===== config.mk =====
export PLATFORM = sky130hd
export DESIGN_NAME = fetch_unit_flat
export DESIGN_NICKNAME = d
export VERILOG_FILES = /design/src/rtl/fetch_unit_if.sv /design/src/rtl/fetch_unit.sv /design/src/flat_wrapper.sv
export SDC_FILE = /design/constraint.sdc
export NUM_CORES = 1
export LEC_CHECK = 0
export BUFFER_PORTS_ARGS = -buffer_cell sky130_fd_sc_hd__buf_4
export CAP_MARGIN = 25
export CORE_ASPECT_RATIO = 1.5
export CORE_MARGIN = 4
export CORE_UTILIZATION = 50
export DETAILED_ROUTE_END_ITERATION = 8
export GPL_TIMING_DRIVEN = 0
export PLACE_DENSITY = 0.73
export SLEW_MARGIN = 5
export SYNTH_ARGS = -nofsm -noshare
export SYNTH_HDL_FRONTEND = slang
export SYNTH_SLANG_ARGS = --single-unit

===== constraint.sdc =====
create_clock -name clk -period 2.5 [get_ports clk]
set_input_delay 0.625 -clock clk [delete_from_list [all_inputs] [get_ports clk]]
set_output_delay 0.625 -clock clk [all_outputs]
set_load 0.01 [all_outputs]

===== src/rtl/fetch_unit_if.sv =====
// Instruction-memory request/acknowledge bus between the fetch unit (master) and memory (slave).
interface fetch_unit_if;
    logic        req;
    logic [31:0] addr;
    logic        ack;
    logic [31:0] rdata;

    modport master (
        output req,
        output addr,
        input  ack,
        input  rdata
    );

    modport slave (
        input  req,
        input  addr,
        output ack,
        output rdata
    );
endinterface


===== src/rtl/fetch_unit.sv =====
// mMIPS instruction fetch: program counter, imem req/ack master, one-entry skid buffer,
// branch redirect with wrong-path flush, and the IF/ID pipeline register.
module fetch_unit #(
    parameter logic [31:0] RESET_PC = 32'h0000_0000
) (
    input  logic         clk,
    input  logic         rst,
    input  logic         Branch,
    input  logic [31:0]  BranchTarget,
    input  logic         Stall,
    fetch_unit_if.master imem,
    output logic [31:0]  IfId_Instr,
    output logic [31:0]  IfId_PC,
    output logic         IfId_Valid
);

    typedef enum logic [1:0] {
        StIdle,
        StFetch,
        StHold,
        StDrain
    } state_e;

    state_e      state_q;
    logic        req_q;
    logic [31:0] addr_q;
    logic [31:0] tgt_q;
    logic [31:0] skid_instr_q;
    logic [31:0] skid_pc_q;
    logic [31:0] instr_q;
    logic [31:0] pc_q;
    logic        valid_q;
    logic [31:0] addr_inc;

    // Wraps modulo 2^32; low bits are carried through untouched.
    assign addr_inc = addr_q + 32'd4;

    assign imem.req   = req_q;
    assign imem.addr  = addr_q;
    assign IfId_Instr = instr_q;
    assign IfId_PC    = pc_q;
    assign IfId_Valid = valid_q;

    always_ff @(posedge clk or negedge rst) begin
        if (!rst) begin
            state_q      <= StIdle;
            req_q        <= 1'b0;
            addr_q       <= RESET_PC;
            tgt_q        <= 32'h0;
            skid_instr_q <= 32'h0;
            skid_pc_q    <= 32'h0;
            instr_q      <= 32'h0;
            pc_q         <= 32'h0;
            valid_q      <= 1'b0;
        end else begin
            unique case (state_q)
                StIdle: begin
                    state_q <= StFetch;
                    req_q   <= 1'b1;
                end
                StFetch: begin
                    if (Branch) begin
                        valid_q <= 1'b0;
                        if (imem.ack) begin
                            addr_q <= BranchTarget;
                        end else begin
                            // Request cannot be withdrawn; let it finish and drop its data.
                            tgt_q   <= BranchTarget;
                            state_q <= StDrain;
                        end
                    end else if (imem.ack) begin
                        addr_q <= addr_inc;
                        if (Stall) begin
                            skid_instr_q <= imem.rdata;
                            skid_pc_q    <= addr_inc;
                            state_q      <= StHold;
                            req_q        <= 1'b0;
                        end else begin
                            instr_q <= imem.rdata;
                            pc_q    <= addr_inc;
                            valid_q <= 1'b1;
                        end
                    end else if (!Stall) begin
                        valid_q <= 1'b0;
                    end
                end
                StHold: begin
                    if (Branch) begin
                        valid_q <= 1'b0;
                        addr_q  <= BranchTarget;
                        state_q <= StFetch;
                        req_q   <= 1'b1;
                    end else if (!Stall) begin
                        instr_q <= skid_instr_q;
                        pc_q    <= skid_pc_q;
                        valid_q <= 1'b1;
                        state_q <= StFetch;
                        req_q   <= 1'b1;
                    end
                end
                StDrain: begin
                    valid_q <= 1'b0;
                    if (imem.ack) begin
                        addr_q  <= Branch ? BranchTarget : tgt_q;
                        state_q <= StFetch;
                    end else if (Branch) begin
                        tgt_q <= BranchTarget;
                    end
                end
                default: begin
                    state_q <= StIdle;
                    req_q   <= 1'b0;
                end
            endcase
        end
    end

endmodule


===== src/flat_wrapper.sv =====
// flat-port wrapper written by rule: the top's interface ports become plain ports
module fetch_unit_flat 
#(
    parameter logic [31:0] RESET_PC = 32'h0000_0000
)
  (clk, rst, Branch, BranchTarget, Stall, IfId_Instr, IfId_PC, IfId_Valid, imem_req, imem_addr, imem_ack, imem_rdata);
  fetch_unit_if imem_i ();
  input  logic clk;
  input  logic rst;
  input  logic Branch;
  input  logic [31:0] BranchTarget;
  input  logic Stall;
  output logic [31:0] IfId_Instr;
  output logic [31:0] IfId_PC;
  output logic IfId_Valid;
  output wire logic [$bits(imem_i.req)-1:0] imem_req;
  output wire logic [$bits(imem_i.addr)-1:0] imem_addr;
  input wire logic [$bits(imem_i.ack)-1:0] imem_ack;
  input wire logic [$bits(imem_i.rdata)-1:0] imem_rdata;
  assign imem_req = imem_i.req;
  assign imem_addr = imem_i.addr;
  assign imem_i.ack = imem_ack;
  assign imem_i.rdata = imem_rdata;
  fetch_unit #(.RESET_PC(RESET_PC)) u_core (.clk(clk), .rst(rst), .Branch(Branch), .BranchTarget(BranchTarget), .Stall(Stall), .imem(imem_i), .IfId_Instr(IfId_Instr), .IfId_PC(IfId_PC), .IfId_Valid(IfId_Valid));
endmodule

Yosys cells after proc, flatten, opt, wreduce, memory -nomap -nowiden

Index checks and enable logic that the tools add are counted.

$add $sub $neg: 1
Multiplexer cells: 43
Equal/unequal tests: 19
Reduce and logical (&&, ||, !) cells: 12
Bitwise gates (word level): 1

Operators with widths:

| kind                                                 | number |
|---|---|
| two-way mux 32 bit                                   | 19 |
| case mux 32 bit (2 select lines)                     | 3 |
| case mux 32 bit (3 select lines)                     | 1 |
| adder 32 x 3 -> 32 bit (second input constant)       | 1 |
| inequality test 2 bit (second input constant)        | 11 |
| two-way mux 2 bit                                    | 7 |
| inequality test 3 bit (second input constant)        | 4 |
| AND reduction 4 bit                                  | 3 |
| two-way mux 1 bit                                    | 10 |
| AND reduction 5 bit                                  | 2 |
| case mux 2 bit (4 select lines)                      | 1 |
| case mux 1 bit (3 select lines)                      | 2 |
| AND reduction 6 bit                                  | 1 |
| nonzero test 3 bit                                   | 2 |
| equality test 2 bit (second input constant)          | 2 |
| inequality test 4 bit (second input constant)        | 1 |
| nonzero test 2 bit                                   | 2 |
| equality test 2 x 1 -> 1 bit (second input constant) | 1 |
| logical NOT 2 bit                                    | 1 |
| AND reduction 2 bit                                  | 1 |
| inverter 1 bit                                       | 1 |

Bits in registers: 196
Output and inout bits: 98
Logic and storage cells: 85
Input bits: 69

Depth between registers and ports, before layout

Depth after elaboration: 5
Gate-level depth with buffers: 8
Gate-level depth less buffers: 6

Worst setup path after synthesis

Ideal clock, no wire load.

Path type: input-to-reg
Start point: input port Branch
End point: register u_core.instr_q[10] (netlist: u_core.IfId_Instr[10])
Required time: 2370 ps
Setup time: 130 ps
Arrival time: 1773 ps
Cell stages on the path: 7
Buffers on the path: 4
Setup slack: 597 ps
Path through: buf_2 -> nor2_1 -> and2_1 -> buf_2 -> buf_2 -> buf_2 -> a31oi_1

Longest elaborated chain between the ends: 2
Elaborated cells on any way between the ends: 3
Those cells by class: eq/ne: 2; reduce/logical: 1

RTL lines:

| what                                     | RTL line           | source |
|---|---|---|
| start: declaration                       | flat_wrapper.sv:10 | `input logic Branch;` |
| inequality test 2 bit (no source line)   | --                 |  |
| AND reduction 6 bit (no source line) (*) | --                 |  |
| end signal: assignment                   | fetch_unit.sv:79   | `instr_q <= imem.rdata;` |
| end signal: assignment                   | fetch_unit.sv:94   | `instr_q <= skid_instr_q;` |
| end: declaration                         | fetch_unit.sv:30   | `logic [31:0] instr_q;` |

Mark *: on every way between the ends. The rest lies on a longest branch, timed or not.
A chain may end at the register's enable or synchronous reset.

Worst setup path after layout

Start point: input port Branch
End point: register u_core.instr_q[21] (netlist: u_core.IfId_Instr[21])

The elaborated chain is that of the path after synthesis.

==> metrics.md <==
| Metric | Value |
|---|---|
| DRT iter0 DRCs | 633 |
| Area Growth Syn to Fin | 22.8% |
| N_diodes | 0 |
| Register area share after synthesis | 0.517 |
| Hold Violations, Final | 0 |
| Drt drc | 0 |
| Initial antenna violation count | 0 |
| Worst Hold Class | in -> async |
| Synth top cells by count | dfrtp_1 (196), nand2_1 (144), mux2_2 (76), nor2_1 (71), a21oi_1 (57) |
| Row count | 61 |
| IO Pins | 167 |
| Routed Antenna Nets | 0 |
| Syn_area_per_cell | 10.0 um2 |
| Period utilisation layout | 0.908 |
| Power Total | 9.93 mW |
| Core Util, Final | 0.626 |
| Share of cells above drive strength 1 | 0.289 |
| Cts repair resizes | 0 |
| Crit path capture type | flop |
| Max Cap Viol | 0 |
| Slew headroom | 0.451 |
| Kind of critical path | in -> reg |
| Yosys top cell area share | 0.517 |
| Die area | 21300 um2 |
| Clk buf depth | 2 |
| Dpl hpwl | 20200 um |
| Yosys synthesis warning count | 0 |
| Placed cell count | 1367 |
| Port bufs | 165 |
| Pwr Density | 852 nW/um2 |
| VDD IR max | 0.000434 V |
| Leading area contributor after synthesis | dfrtp_1 |
| Final net count | 1204 |
| Total GRT Usage | 0.251 |
| Final setup viols | 0 |
| Vias in the first global route | 7592 |
| DRT Pass-1 Iters | 5 |
| CP arrival | 2.57 ns |
| Sink Count | 196 |
| CTS root buf | clkbuf_16 |
| DIE WIDTH | 121 um |
| Largest net degree at the start of global routing | 108 |
| Main area contributors after synthesis | dfrtp_1 (52%), mux2_2 (9.0%), nand2_1 (5.7%) |
| Clock transition at path regs | 0.07 ns |
| Starting Density | 0.510 |
| First-pass GRT wire length | 41400 um |
| Synth cell types | 63 |
| Routed WL | 26600 um |
| Min Hold Slack | 0.214 ns |
| TritonCTS buffer count | 17 |
| Remaining global-route overflow | 0 |
| Vias | 7889 |
| Fmax | 441 MHz |
| H-tree depth | 4 |
| Maximum fanout along the worst path | 10 |
| Core footprint | 18600 um2 |
| Post-Syn Instances | 949 |
| Post-placement cell area | 11100 um2 |
| Clk_lat worst skew | 0.44 ns |
| Via/cell ratio | 5.64 |
| Final min period | 2.27 ns |
| Most frequent cell after synthesis | dfrtp_1 |
| Vert. Die Dim | 177 um |
| Synthesized cell area | 9500 um2 |
| Most used flip-flop cell after synthesis | dfrtp_1 |
| CP Data Required Time | 2.80 ns |
| Final Skew | 0.00817 ns |
| Slew @ Worst Pin | 0.824 ns |
| Final GP Congestion | 0.905 |
| CTS Hold Buffers Added | 0 |
| Number of synthesized register bits | 196 |
| Max Slew Vio Count | 0 |
| Synthesized net count | 1019 |
| Fill cells | 1646 |
| Post-synth EDFFs | 0 |
| Pleak | 5.27 nW |
| TritonCTS clock tree | done |
| Ys async rst share | 1.00 |
| Outcome | completed |
| Multi-input logic area | 4160 um2 |
| RSZ-0062 raised after global routing | false |
| Reg area | 4900 um2 |
| Routed WL per cell | 19.0 um |
| Post-Layout Cell Count | 1399 |
| Design area | 11700 um2 |
| CP Launch Type | primary input |
| Setup bufs post-CTS | 0 |
## logic make-up after synthesis
group / count (synthesis) / synth area share
xor gates and xnor gates: 24 / 0.0221
DFF: 196 / 0.517
adders and majority gates: 1 / 0.00132
and+or+nand+nor: 312 / 0.161
buffers and inverters: 91 / 0.0459
muxes: 83 / 0.0975
AOI/OAI and AO/OA: 242 / 0.156
## power by group
part           internal [mW]  switching (mW)
registers               3.99           0.588
clock network           1.44            1.27
logic                   1.32            1.32
total                   6.75            3.18
## path summary, 6_finish.rpt
kind / start / endpoint / slack, ns / depth (start not counted)
min in group clk: BranchTarget[26] / u_core.tgt_q[26] / 0.43 / 2
min reg2reg: u_core.skid_pc_q[18] / u_core.skid_pc_q[18] / 0.48 / 2
min: rst / u_core.IfId_Instr[9] / 0.21 / 1
max in group asynchronous: rst / u_core.tgt_q[6] / 1.33 / 2
max: Branch / u_core.IfId_Instr[21] / 0.23 / 8
max reg2reg: u_core.state_q[0] / u_core.IfId_Instr[21] / 0.26 / 8
## worst max-delay path, cell delays in order
cell and delay [ns]:
buf_4 0.12, buf_2 0.17, nor2_1 0.60, and2_1 0.21
buf_2 0.17, buf_2 0.28, buf_2 0.28, a31oi_1 0.11
## layout by cell type, fill, tap and decap left out, types with 3 or more instances in the layout
master      instances
dfrtp_1           196
buf_4             168
nand2_1           144
mux2_2             76
nor2_1             71
a21oi_1            57
o21ai_0            45
a31oi_1            40
buf_2              32
clkbuf_1           28
o21ai_1            22
o22ai_1            19
nor3_1             18
inv_1              17
nand3_1            17
clkbuf_16          17
xnor2_1            16
nand4_1            10
xor2_1              8
o31ai_1             8
and2_1              7
o211ai_1            7
mux2i_1             7
o22a_1              7
a211o_1             7
nand2b_1            6
and4_1              6
o2bb2a_1            6
buf_1               5
a211oi_1            5
and3_1              4
nor4_1              4
o21a_1              4
buf_6               3
a2bb2oi_1           3
clkinv_2            3
clkinv_4            3
clkinvlp_4          3
## sequential cells by signal, summed over array words and instances (netlist names)
register	flops
u_core.IfId_PC	32
u_core.IfId_Valid	1
u_core.imem.addr	32
u_core.tgt_q	32
u_core.skid_pc_q	32
u_core.state_q	2
u_core.imem.req	1
u_core.IfId_Instr	32
u_core.skid_instr_q	32
## stage by stage
step	setup WS, ns	setup TNS, ns
6_report	0.231	0
5_1_grt	0.138	0
4_1_cts	0.247	0
3_5_place_dp	-0.199	-7.67
3_3_place_gp	-0.556	-112.25
2_1_floorplan	0.597	0
## cell type report
class,instances,area share
Multi-Input combinational cell,662,0.356
Clock inverter,13,0.0107
Clock buffer,19,0.0388
Timing Repair Buffer,166,0.109
Sequential cell,196,0.421
Inverter,18,0.00579
Buffer,73,0.0315
Tap cell,252,0.0270
## routing by layer
layer	GRT usage	part of all wire	vias up	wire [um]
met3	0.0441	0.047	41	1250
met1	0.297	0.40	3864	10500
met2	0.452	0.53	248	14000
li1	-	-	3736	-
met4	0.0964	0.030	0	809
met5	0	0	-	0
Power figures use the tool's default switching activity.
